==> src/rtl/load_store_unit.sv <==
// Load/store sequencer for a big-endian, word-wide data memory with read-modify-write sub-word stores.
// Optional macro LSU_MISALIGN_TRAP_EN turns misaligned halfword/word accesses into error responses.
module load_store_unit #(
  parameter int ADDR_WIDTH = 11
) (
  input  logic        clock,
  input  logic        reset,
  input  logic        req_valid,
  output logic        req_ready,
  input  logic        req_write,
  input  logic [1:0]  req_size,
  input  logic        req_unsigned,
  input  logic [31:0] req_address,
  input  logic [31:0] req_write_data,
  output logic        resp_valid,
  input  logic        resp_ready,
  output logic [31:0] resp_load_data,
  output logic        resp_error,
  output logic [31:0] mem_address,
  output logic [31:0] mem_write_data,
  output logic        mem_read,
  output logic        mem_write,
  input  logic [31:0] mem_read_data
);

  typedef enum logic [1:0] {
    IDLE  = 2'd0,
    READ  = 2'd1,
    WRITE = 2'd2,
    RESP  = 2'd3
  } state_t;

  state_t      state_r;
  logic        write_r;
  logic [1:0]  size_r;
  logic        unsigned_r;
  logic [1:0]  offset_r;
  logic [31:0] wdata_r;

  logic        req_error_s;
  logic [1:0]  req_offset_s;
  logic [31:0] aligned_address_s;
  logic        unused_addr_s;

  // Offset 0 is the most significant byte lane.
  function automatic logic [31:0] load_extend(input logic [31:0] word, input logic [1:0] size,
                                              input logic [1:0] offset, input logic uns);
    logic [7:0]  b;
    logic [15:0] h;
    logic [31:0] r;
    case (offset)
      2'd0:    b = word[31:24];
      2'd1:    b = word[23:16];
      2'd2:    b = word[15:8];
      default: b = word[7:0];
    endcase
    h = offset[1] ? word[15:0] : word[31:16];
    case (size)
      2'b00:   r = {{24{~uns & b[7]}}, b};
      2'b01:   r = {{16{~uns & h[15]}}, h};
      default: r = word;
    endcase
    return r;
  endfunction

  function automatic logic [31:0] store_merge(input logic [31:0] word, input logic [1:0] size,
                                              input logic [1:0] offset, input logic [31:0] data);
    logic [31:0] r;
    r = word;
    case (size)
      2'b00: begin
        case (offset)
          2'd0:    r[31:24] = data[7:0];
          2'd1:    r[23:16] = data[7:0];
          2'd2:    r[15:8]  = data[7:0];
          default: r[7:0]   = data[7:0];
        endcase
      end
      2'b01: begin
        if (offset[1]) r[15:0] = data[15:0];
        else           r[31:16] = data[15:0];
      end
      default: r = data;
    endcase
    return r;
  endfunction

  assign aligned_address_s = {{(32-ADDR_WIDTH){1'b0}}, req_address[ADDR_WIDTH-1:2], 2'b00};
  assign unused_addr_s     = ^req_address[31:ADDR_WIDTH];

  // Classify the incoming request: lane offset and error condition.
  always_comb begin
    req_offset_s = 2'b00;
    req_error_s  = 1'b0;
`ifdef LSU_MISALIGN_TRAP_EN
    req_offset_s = req_address[1:0];
    req_error_s  = (req_size == 2'b11) ||
                   ((req_size == 2'b01) && req_address[0]) ||
                   ((req_size == 2'b10) && (req_address[1:0] != 2'b00));
`else
    case (req_size)
      2'b00:   req_offset_s = req_address[1:0];
      2'b01:   req_offset_s = {req_address[1], 1'b0};
      default: req_offset_s = 2'b00;
    endcase
    req_error_s = (req_size == 2'b11);
`endif
  end

  // Request sequencer with registered handshake and memory strobes.
  always_ff @(posedge clock or posedge reset) begin
    if (reset) begin
      state_r        <= IDLE;
      req_ready      <= 1'b1;
      resp_valid     <= 1'b0;
      resp_load_data <= 32'd0;
      resp_error     <= 1'b0;
      mem_read       <= 1'b0;
      mem_write      <= 1'b0;
      mem_address    <= 32'd0;
      mem_write_data <= 32'd0;
      write_r        <= 1'b0;
      size_r         <= 2'b00;
      unsigned_r     <= 1'b0;
      offset_r       <= 2'b00;
      wdata_r        <= 32'd0;
    end else begin
      case (state_r)
        IDLE: begin
          if (req_valid) begin
            write_r     <= req_write;
            size_r      <= req_size;
            unsigned_r  <= req_unsigned;
            offset_r    <= req_offset_s;
            wdata_r     <= req_write_data;
            req_ready   <= 1'b0;
            mem_address <= aligned_address_s;
            if (req_error_s) begin
              resp_valid     <= 1'b1;
              resp_error     <= 1'b1;
              resp_load_data <= 32'd0;
              state_r        <= RESP;
            end else if (!req_write || (req_size != 2'b10)) begin
              mem_read <= 1'b1;
              state_r  <= READ;
            end else begin
              mem_write      <= 1'b1;
              mem_write_data <= req_write_data;
              state_r        <= WRITE;
            end
          end
        end
        READ: begin
          mem_read <= 1'b0;
          if (write_r) begin
            mem_write      <= 1'b1;
            mem_write_data <= store_merge(mem_read_data, size_r, offset_r, wdata_r);
            state_r        <= WRITE;
          end else begin
            resp_valid     <= 1'b1;
            resp_load_data <= load_extend(mem_read_data, size_r, offset_r, unsigned_r);
            state_r        <= RESP;
          end
        end
        WRITE: begin
          mem_write      <= 1'b0;
          resp_valid     <= 1'b1;
          resp_load_data <= 32'd0;
          state_r        <= RESP;
        end
        RESP: begin
          if (resp_ready) begin
            resp_valid     <= 1'b0;
            resp_error     <= 1'b0;
            resp_load_data <= 32'd0;
            req_ready      <= 1'b1;
            state_r        <= IDLE;
          end
        end
        default: begin
          state_r    <= IDLE;
          req_ready  <= 1'b1;
          resp_valid <= 1'b0;
          mem_read   <= 1'b0;
          mem_write  <= 1'b0;
        end
      endcase
    end
  end

endmodule

==> config.mk <==
export PLATFORM = sky130hd
export DESIGN_NAME = load_store_unit
export DESIGN_NICKNAME = d
export VERILOG_FILES = /design/src/rtl/load_store_unit.sv
export SDC_FILE = /design/constraint.sdc
export NUM_CORES = 1
export LEC_CHECK = 0
export ABC_AREA = 1
export ABC_CLOCK_PERIOD_IN_PS = 4530
export CAP_MARGIN = 30
export CELL_PAD_IN_SITES_DETAIL_PLACEMENT = 1
export CELL_PAD_IN_SITES_GLOBAL_PLACEMENT = 1
export CORE_MARGIN = 3
export CORE_UTILIZATION = 33
export DETAILED_ROUTE_END_ITERATION = 12
export PLACE_DENSITY_LB_ADDON = 0.05
export RECOVER_POWER = 50
export SYNTH_ARGS = -nofsm -noshare
export SYNTH_HDL_FRONTEND = slang
export SYNTH_SLANG_ARGS = --single-unit
==> constraint.sdc <==
create_clock -name clock -period 4.53 [get_ports clock]
set_input_delay 0.6795 -clock clock [delete_from_list [all_inputs] [get_ports clock]]
set_output_delay 0.6795 -clock clock [all_outputs]
set_load 0.02 [all_outputs]
-- After elaboration in Yosys (flattened, before gate mapping)
Index checks and enable logic that the tools add are counted.
- bits in registers: 118
- latch bits: 0
- bits in writable memories: 0
- memory bits (read-only): 0
- input bits: 104
- logic and storage cells: 99
- memories: 0
- add/subtract/negate cells: 0
- multipliers: 0
- divide/modulo/power cells: 0
- magnitude comparators: 0
- equal/unequal tests: 17
- shifts and indexed selects: 0
- mux-type cells: 47
- bitwise logic cells: 3
- reductions and logical operators: 18
- operators by type and width (cell ; count):
    $mux 32 ; 8
    $pmux 32 s2 ; 3
    $pmux 32 s4 ; 1
    $mux 16 ; 3
    $mux 8 ; 6
    $pmux 8 s3 ; 1
    $ne 2x2->1 const B ; 9
    $mux 1 ; 14
    $reduce_and 4->1 ; 3
    $reduce_and 5->1 ; 2
    $eq 2x1->1 const B ; 4
    $eq 2x2->1 const B ; 4
    $logic_not 2->1 ; 4
    $mux 2 ; 4
    $pmux 2 s4 ; 1
    $pmux 1 s2 ; 3
    $pmux 1 s4 ; 1
    $pmux 2 s2 ; 1
    $reduce_and 2->1 ; 2
    $reduce_bool 2->1 ; 2
    $pmux 1 s3 ; 1
    $reduce_and 3->1 ; 1
    $reduce_bool 3->1 ; 1
    $reduce_or 3->1 ; 1
    other kinds (4) ; 5

-- Longest topological paths before layout
Gate-level depths: netlist (run 1).
- depth after elaboration: 8
- gate-level depth with buffers: 13
- depth with buffers taken out: 11

-- Worst setup path before layout (run 1)
No wires, ideal clock.
- path type: flip-flop to flip-flop
- from: reg state_r[0]
- to: reg mem_write_data[0]
- library setup time: 123 ps
- data arrival time: 1475 ps
- required time: 4407 ps
- setup slack: 2931 ps
- cell stages (with the launch flop): 13
- cell sequence: dfrtp_1 -> ha_1 -> buf_4 -> inv_4 -> nor2_4 -> inv_1 -> nand2_1 -> inv_2 -> nand3_2 -> buf_4 -> buf_6 -> nand2_1 -> nand2_1
- word-level cells in the longest chain between the ends: 3
- elaborated cells between the ends (all ways): 9
- those cells by class: eq/ne (5); mux (1); reduce/logical (3)
- RTL lines (item ; RTL line ; source):
    start, declared ; 33 ; state_t state_r;
    start signal, assigned ; 113 ; state_r <= IDLE;
    start signal, assigned ; 142 ; state_r <= RESP;
    start signal, assigned ; 145 ; state_r <= READ;
    $eq 2x1->1 or $logic_not 2->1 (tied branches) ; 128 ; case (state_r)
    $ne 2x2->1 (no line) or $reduce_bool 2->1 (tied branches) ; n/a ;
    $reduce_and 5->1 (no line) ; n/a ;
    end signal, assigned ; 148 ; mem_write_data <= req_write_data;
    end signal, assigned ; 157 ; mem_write_data <= store_merge(mem_read_data, size_r, offset_r, wdata_r);
    end, declared ; 20 ; output logic [31:0] mem_write_data,
Parallel ways exist; a longest one is shown, timed or not.
A chain may end at the register's enable or synchronous reset.

-- Final worst setup path (run 1)
- from: reg state_r[0]
- to: reg offset_r[1]
- word-level cells in the longest chain between the ends: 2
- RTL lines (item ; RTL line ; source):
    $logic_not 2->1 ; 128 ;
    $reduce_and 2->1 (no line) ; n/a ;
    end signal, assigned ; 134 ; offset_r <= req_offset_s;
    end, declared ; 37 ; logic [1:0] offset_r;
Every way passes these cells.

==> results of run 1 <==
==> how the worst max path moves through the flow <==
| stage | from | to | slack (ns) | cells past startpoint |
|---|---|---|---|---|
| final | state_r[0] | offset_r[1] | 1.70 | 8 |
| after global routing | state_r[0] | offset_r[1] | 1.44 | 8 |
| after CTS | state_r[0] | write_r | 1.98 | 7 |
| after detailed placement | req_valid | write_r | 1.64 | 6 |
| after global placement | req_valid | write_r | 1.71 | 6 |
| after floorplan | reset | mem_address[10] | 0.72 | 1 |
==> layout make-up <==
type	count	share of cell area
clock buffer	21	0.0522
tap	265	0.0376
multi-input combinational	683	0.344
clock inverter	9	0.00907
timing repair buffer	168	0.189
inverter	78	0.0336
sequential	118	0.335
==> state kept, by name (all words and copies together), names as in the netlist <==
signal,count
wdata_r,32
resp_error,1
mem_write,1
offset_r,2
mem_write_data,32
resp_valid,1
mem_address,9
unsigned_r,1
mem_read,1
size_r,2
resp_load_data,32
write_r,1
state_r,2
req_ready,1
==> metrics by stage <==
step                      instances  hold WS [ns]
after floorplan                 948         0.449
after global placement         1311         0.462
after detailed placement       1311         0.464
after CTS                      1341         0.481
after global routing           1342         0.494
final                          1342         0.469
==> critical path: stages (launching register included) <==
cell and delay, ns:
dfrtp_1 0.42, inv_1 0.09, ha_1 0.28, nand2_1 0.35, clkbuf_1 1.08, or2_2 0.27, inv_1 0.07, nand2_1 0.06
o21ai_0 0.07
==> cells by family after synthesis <==
kind of cell,share of synthesized area
AOI/OAI and AO/OA,0.146
adders and majority gates,0.00754
buffers and inverters,0.110
DFF,0.445
other,0.000565
and+or+nand+nor,0.291
==> power by group through the flow <==
stage               registers, mW  logic [mW]  clock network [mW]
floorplan                    2.25        2.00                   0
finish                       1.92        3.65                1.28
detailed placement           1.94        3.71                   0
CTS                          1.93        3.74                1.29
global placement             1.93        3.66                   0
global route                 1.99        4.06                1.34
==> per-layer routing <==
layer	vias to the layer above	part of all wire
met4	0	0.014
met3	22	0.053
met2	166	0.46
met1	3188	0.47
li1	3178	-
met5	-	0
==> layout by cell type (no fill, tap or decap), types with 17 or more instances in the layout <==
| master | instances |
|---|---|
| nand3_1 | 29 |
| dlygate4sd3_1 | 26 |
| o211ai_1 | 19 |
| nor2_1 | 75 |
| o21ai_0 | 91 |
| dfrtp_1 | 117 |
| nand2_1 | 347 |
| clkdlybuf4s50_1 | 134 |
| clkbuf_16 | 17 |
| a21oi_1 | 56 |
| inv_1 | 67 |
| conb_1 | 23 |
==> qor.csv, run 1 <==
metric;value;unit
yosysTopAreaCell;dfrtp_1;
relSlewSlack;-0.193;
hold_path.startpoint;resp_load_data[20];
crit_path_max_fanout;31;
sw_frac_of_total;0.471;
final.setup.tns;0;ns
ant_nets;0;
gp_congestion;0.876;
p_comb_frac;0.533;
drive_above_1_share;0.0594;
grt.met3_usage;0.0472;
fp.dieW;148;um
htree_levels;4;
avgSynthCellArea;7.17;sq um
cts_setup_buffers;0;
finalClockSkew;0.00809;ns
synthArstFlopShare;1.00;
cp.required;4.82;ns
wire_per_inst;18.1;um
leakagePower;4.37;nW
fillCellCount;2481;
critPathArrivalTime;3.12;ns
multi_input_area;3030;sq um
maxCapViolations;1;
fin_ws;1.70;ns
layout_worst_path_cycle_share;0.624;
rsz0062_at_grt;no;
start_util;0.339;
numCtsBuffers;17;
worst_slew_pin_slew;1.79;ns
yosysSeqAreaShare;0.445;
postPlaceCellArea;8290;sq um
seqPwrFrac;0.281;
r2r_slack;1.70;ns
first_global_vias;6734;
finalSetupViolCount;0;
n_antenna_cell;0;
power_per_cell_area;776;nW/um^2
core_area;19600;sq um
vias;6554;
firstDrtPassIters;5;
drc_errors;0;
synth_edf_count;0;
stdcell_area;8820;sq um
area_growth;32.9;%
tritoncts;done;
rr_endpoint;offset_r[1];
irDropWorstVdd;0.000421;V
p_clk_frac;0.187;
rr_worst_depth;8;
ys_top_cells_by_count;nand2_1 (347), dfrtp_1 (117), o21ai_0 (91);
slew_violations;68;
viasPerCell;4.88;
grt_use_met2;0.358;
synth_cell_type_count;37;
syn_inst;926;
row_count;51;
synth-seq-cells;118;
dp_hpwl;17.7;mm
grt.busiest_layer;met2;
synth.area.top_cells;dfrtp_1 (44%), nand2_1 (20%), o21ai_0 (6.9%);
hold_viol;0;
finalWirelength;24.4;mm
critPathLaunchType;flip-flop;
postLayoutCoreUtil;0.450;
finalPower;6.85;mW
grt.overflow.total;0;
yosysWarnings;0;
hold_class;flip-flop to flip-flop;
track_usage;0.227;
p_int;3.62;mW
post_cts_resized;0;
nets;1174;
regArea;2950;sq um
violations;capacitance limit, slew limit;
grt_max_degree;71;
clockBufferDepth;2;
max_freq;354;MHz
cts-root-buf;clkbuf_16;
clock-sinks;118;
critPathKind;flip-flop to flip-flop;
clock_latency;0.42;ns
endpoint_kind;flip-flop;
drt-initial-drc-count;408;
ys.flop_type;dfrtp_1;
io_pins;205;
grt_pass1_wl;38.4;mm
die_h;148;um
antenna_found_initial;0;
syn_area;6640;sq um
p_switching;3.22;mW
hold_end;resp_load_data[20];
globalRouteMet1Util;0.316;
fin_crit;2.83;ns
whs_path_depth;2;
pre_cts_ws;1.64;ns
regToRegStartpoint;state_r[0];
outcome;finished with violations;
cts_hold_buf;0;
die-area;21900;sq um
clk_pin_slew;0.06;ns
yosysTopAreaCellShare;0.441;
yosysMostFrequentCell;nand2_1;
portBuffers;160;
No activity file was read; power rests on OpenSTA's default activity.
==> run 2, diff against run 1 <==
--- a/config.mk
+++ b/config.mk
@@ -6,12 +6,12 @@
 export NUM_CORES = 1
 export LEC_CHECK = 0
 export ABC_AREA = 1
-export ABC_CLOCK_PERIOD_IN_PS = 4530
+export ABC_CLOCK_PERIOD_IN_PS = 2600
 export CAP_MARGIN = 30
 export CELL_PAD_IN_SITES_DETAIL_PLACEMENT = 1
 export CELL_PAD_IN_SITES_GLOBAL_PLACEMENT = 1
 export CORE_MARGIN = 3
-export CORE_UTILIZATION = 33
+export CORE_UTILIZATION = 30
 export DETAILED_ROUTE_END_ITERATION = 12
 export PLACE_DENSITY_LB_ADDON = 0.05
 export RECOVER_POWER = 50
==> constraint.sdc (replaced) <==
create_clock -name clock -period 2.6 [get_ports clock]
set_input_delay 0.39 -clock clock [delete_from_list [all_inputs] [get_ports clock]]
set_output_delay 0.39 -clock clock [all_outputs]
set_load 0.02 [all_outputs]
==> qor.csv, run 2 (synthesis gave the netlist of run 1 again) <==
metric;value;unit;change
maxCapViolations;0;;-1
endpoint_kind;flip-flop;;
relSlewSlack;0.198;;+0.390
p_switching;5.49;mW;+70%
cts_setup_buffers;0;;unchanged
outcome;finished clean;;
vias;6474;;-1.2%
firstDrtPassIters;5;;unchanged
gp_congestion;0.864;;-1.4%
slowest_delay;0.41;ns;-0.67 ns
p_comb_frac;0.523;;-0.010
final_common_cell;nand2_1;;
fp.dieW;155;um;+4.7%
fin_ws;0.437;ns;-1.26 ns
cp_top_family;buffers and inverters;;
sw_frac_of_total;0.450;;-0.0208
rsz0062_at_grt;no;;
grt_max_degree;84;;+18%
htree_levels;4;;unchanged
cp.required;2.96;ns;-1.86 ns
ant_nets;0;;unchanged
pre_cts_ws;0.547;ns;-1.09 ns
critPathArrivalTime;2.52;ns;-0.60 ns
drive_above_1_share;0.0698;;+0.0104
io_pins;205;;unchanged
power_per_cell_area;1360;nW/um^2;+75%
track_usage;0.206;;-0.0207
crit_buf_inv;3;;unchanged
layout_worst_path_cycle_share;0.832;;+0.208
die_h;155;um;+4.7%
finalSetupViolCount;0;;unchanged
cts-root-buf;clkbuf_16;;
clk_pin_slew;0.06;ns;about the same
n_antenna_cell;0;;unchanged
clockBufferDepth;2;;unchanged
p_int;6.71;mW;+85%
portBuffers;160;;unchanged
cts_hold_buf;0;;unchanged
clock-sinks;118;;unchanged
leakagePower;4.47;nW;+2.2%
first_global_vias;6720;;-0.21%
area_growth;35.6;%;
tritoncts;done;;
critPathKind;flip-flop to flip-flop;;
core_area;21400;sq um;+9.0%
numCtsBuffers;17;;unchanged
fin_crit;2.16;ns;-0.665 ns
grt.overflow.total;0;;unchanged
viasPerCell;4.75;;-2.8%
max_freq;462;MHz;+31%
finalWirelength;24.2;mm;-0.70%
final_cell_mix;nand2_1 (347), clkdlybuf4s50_1 (129), dfrtp_1 (117);;
worst_slew_pin_slew;1.20;ns;-0.585 ns
seqPwrFrac;0.273;;-0.008
nets;1185;;+0.94%
final.setup.tns;0;ns;unchanged
crit_path_max_fanout;43;;+39%
finalClockSkew;0.0126;ns;+0.00456 ns
irDropWorstVdd;0.000521;V;+24%
antenna_found_initial;0;;unchanged
hold_class;flip-flop to flip-flop;;
hold_viol;0;;unchanged
die-area;24000;sq um;+9.6%
drt-initial-drc-count;321;;-21%
dp_hpwl;18.2;mm;+2.4%
clock_latency;0.42;ns;about the same
slew_violations;0;;-100%
row_count;53;;+3.9%
start_util;0.311;;-0.0280
critPathLaunchType;flip-flop;;
p_clk_frac;0.204;;+0.017
largest_registers;mem_write_data x32, resp_load_data x32, wdata_r x32;;
grt_pass1_wl;38.3;mm;-0.43%
post_cts_resized;0;;unchanged
cpMostUsedCell;nand2_1;;
wire_per_inst;17.7;um;-2.3%
slowest_stage;clkbuf_1;;
drc_errors;0;;unchanged
crit_chain;inv_1 > ha_1 > clkbuf_1 > nand2_1 > nand2_1 > nand3_2 > buf_12 > nor2_1 > o21ai_0 > nand2_1;;
-- run 2: cell count changes in the layout (fill, tap and decap cells not counted), sizes merged --
cell | previous run | this run
clkbuf | 23 | 25
buf | 6 | 16
dlygate4sd3 | 26 | 31
clkinvlp | 5 | 3
bufinv | 1 | 4
clkdlybuf4s50 | 134 | 129
clkinv | 5 | 4
-- run 2: power groups by stage --
stage	Combinational, mW	Clock [mW]	Sequential, mW
floorplan	3.49	0	3.93
global placement	6.48	0	3.36
detailed placement	6.53	0	3.37
CTS	6.57	2.55	3.36
global route	7.18	2.63	3.47
finish	6.38	2.49	3.33
-- run 2: area by class of cell --
class | count | area (sq um)
Fill cell | 2694 | 12300
Multi-Input combinational cell | 683 | 3040
Sequential cell | 118 | 2950
Timing Repair Buffer | 179 | 1750
Clock buffer | 22 | 464
Tap cell | 275 | 344
Inverter | 78 | 299
Clock inverter | 9 | 150
-- run 2: worst paths after layout --
path / startpoint / end / slack (ns) / cells after the start
setup / recovery: state_r[1] / mem_write_data[21] / 0.44 / 10
setup reg to reg: state_r[1] / mem_write_data[21] / 0.44 / 10
min in group asynchronous: reset / resp_load_data[18] / 0.75 / 3
hold reg to reg: resp_load_data[8] / resp_load_data[8] / 0.47 / 2
hold / removal: resp_load_data[8] / resp_load_data[8] / 0.47 / 2
max in group asynchronous: reset / mem_write_data[19] / 0.93 / 3
-- run 2: stage by stage --
| step | total power, mW | hold WS (ns) | instance area (sq um) | util | cells |
|---|---|---|---|---|---|
| 4_1_cts | 12.5 | 0.480 | 9020 | 0.423 | 1364 |
| 6_report | 12.2 | 0.468 | 9000 | 0.422 | 1364 |
| 5_1_grt | 13.3 | 0.495 | 9000 | 0.422 | 1364 |
| 3_3_place_gp | 9.84 | 0.462 | 8410 | 0.394 | 1333 |
| 2_1_floorplan | 7.42 | 0.449 | 6730 | - | 948 |
| 3_5_place_dp | 9.90 | 0.464 | 8410 | 0.394 | 1333 |
-- run 2: worst reg2reg max path, stage by stage, from the launching register on --
cell	delay (ns)
dfrtp_1	0.40
inv_1	0.10
ha_1	0.26
clkbuf_1	0.41
nand2_1	0.15
nand2_1	0.09
nand3_2	0.12
buf_12	0.19
nor2_1	0.13
o21ai_0	0.15
nand2_1	0.10
-- run 2: metal layers --
metal	global-route usage	vias to the layer above	wire length (um)
met5	0	-	0
met4	0.0580	0	366
met3	0.0417	21	1200
met2	0.332	165	11500
met1	0.282	3088	11200
li1	-	3200	-
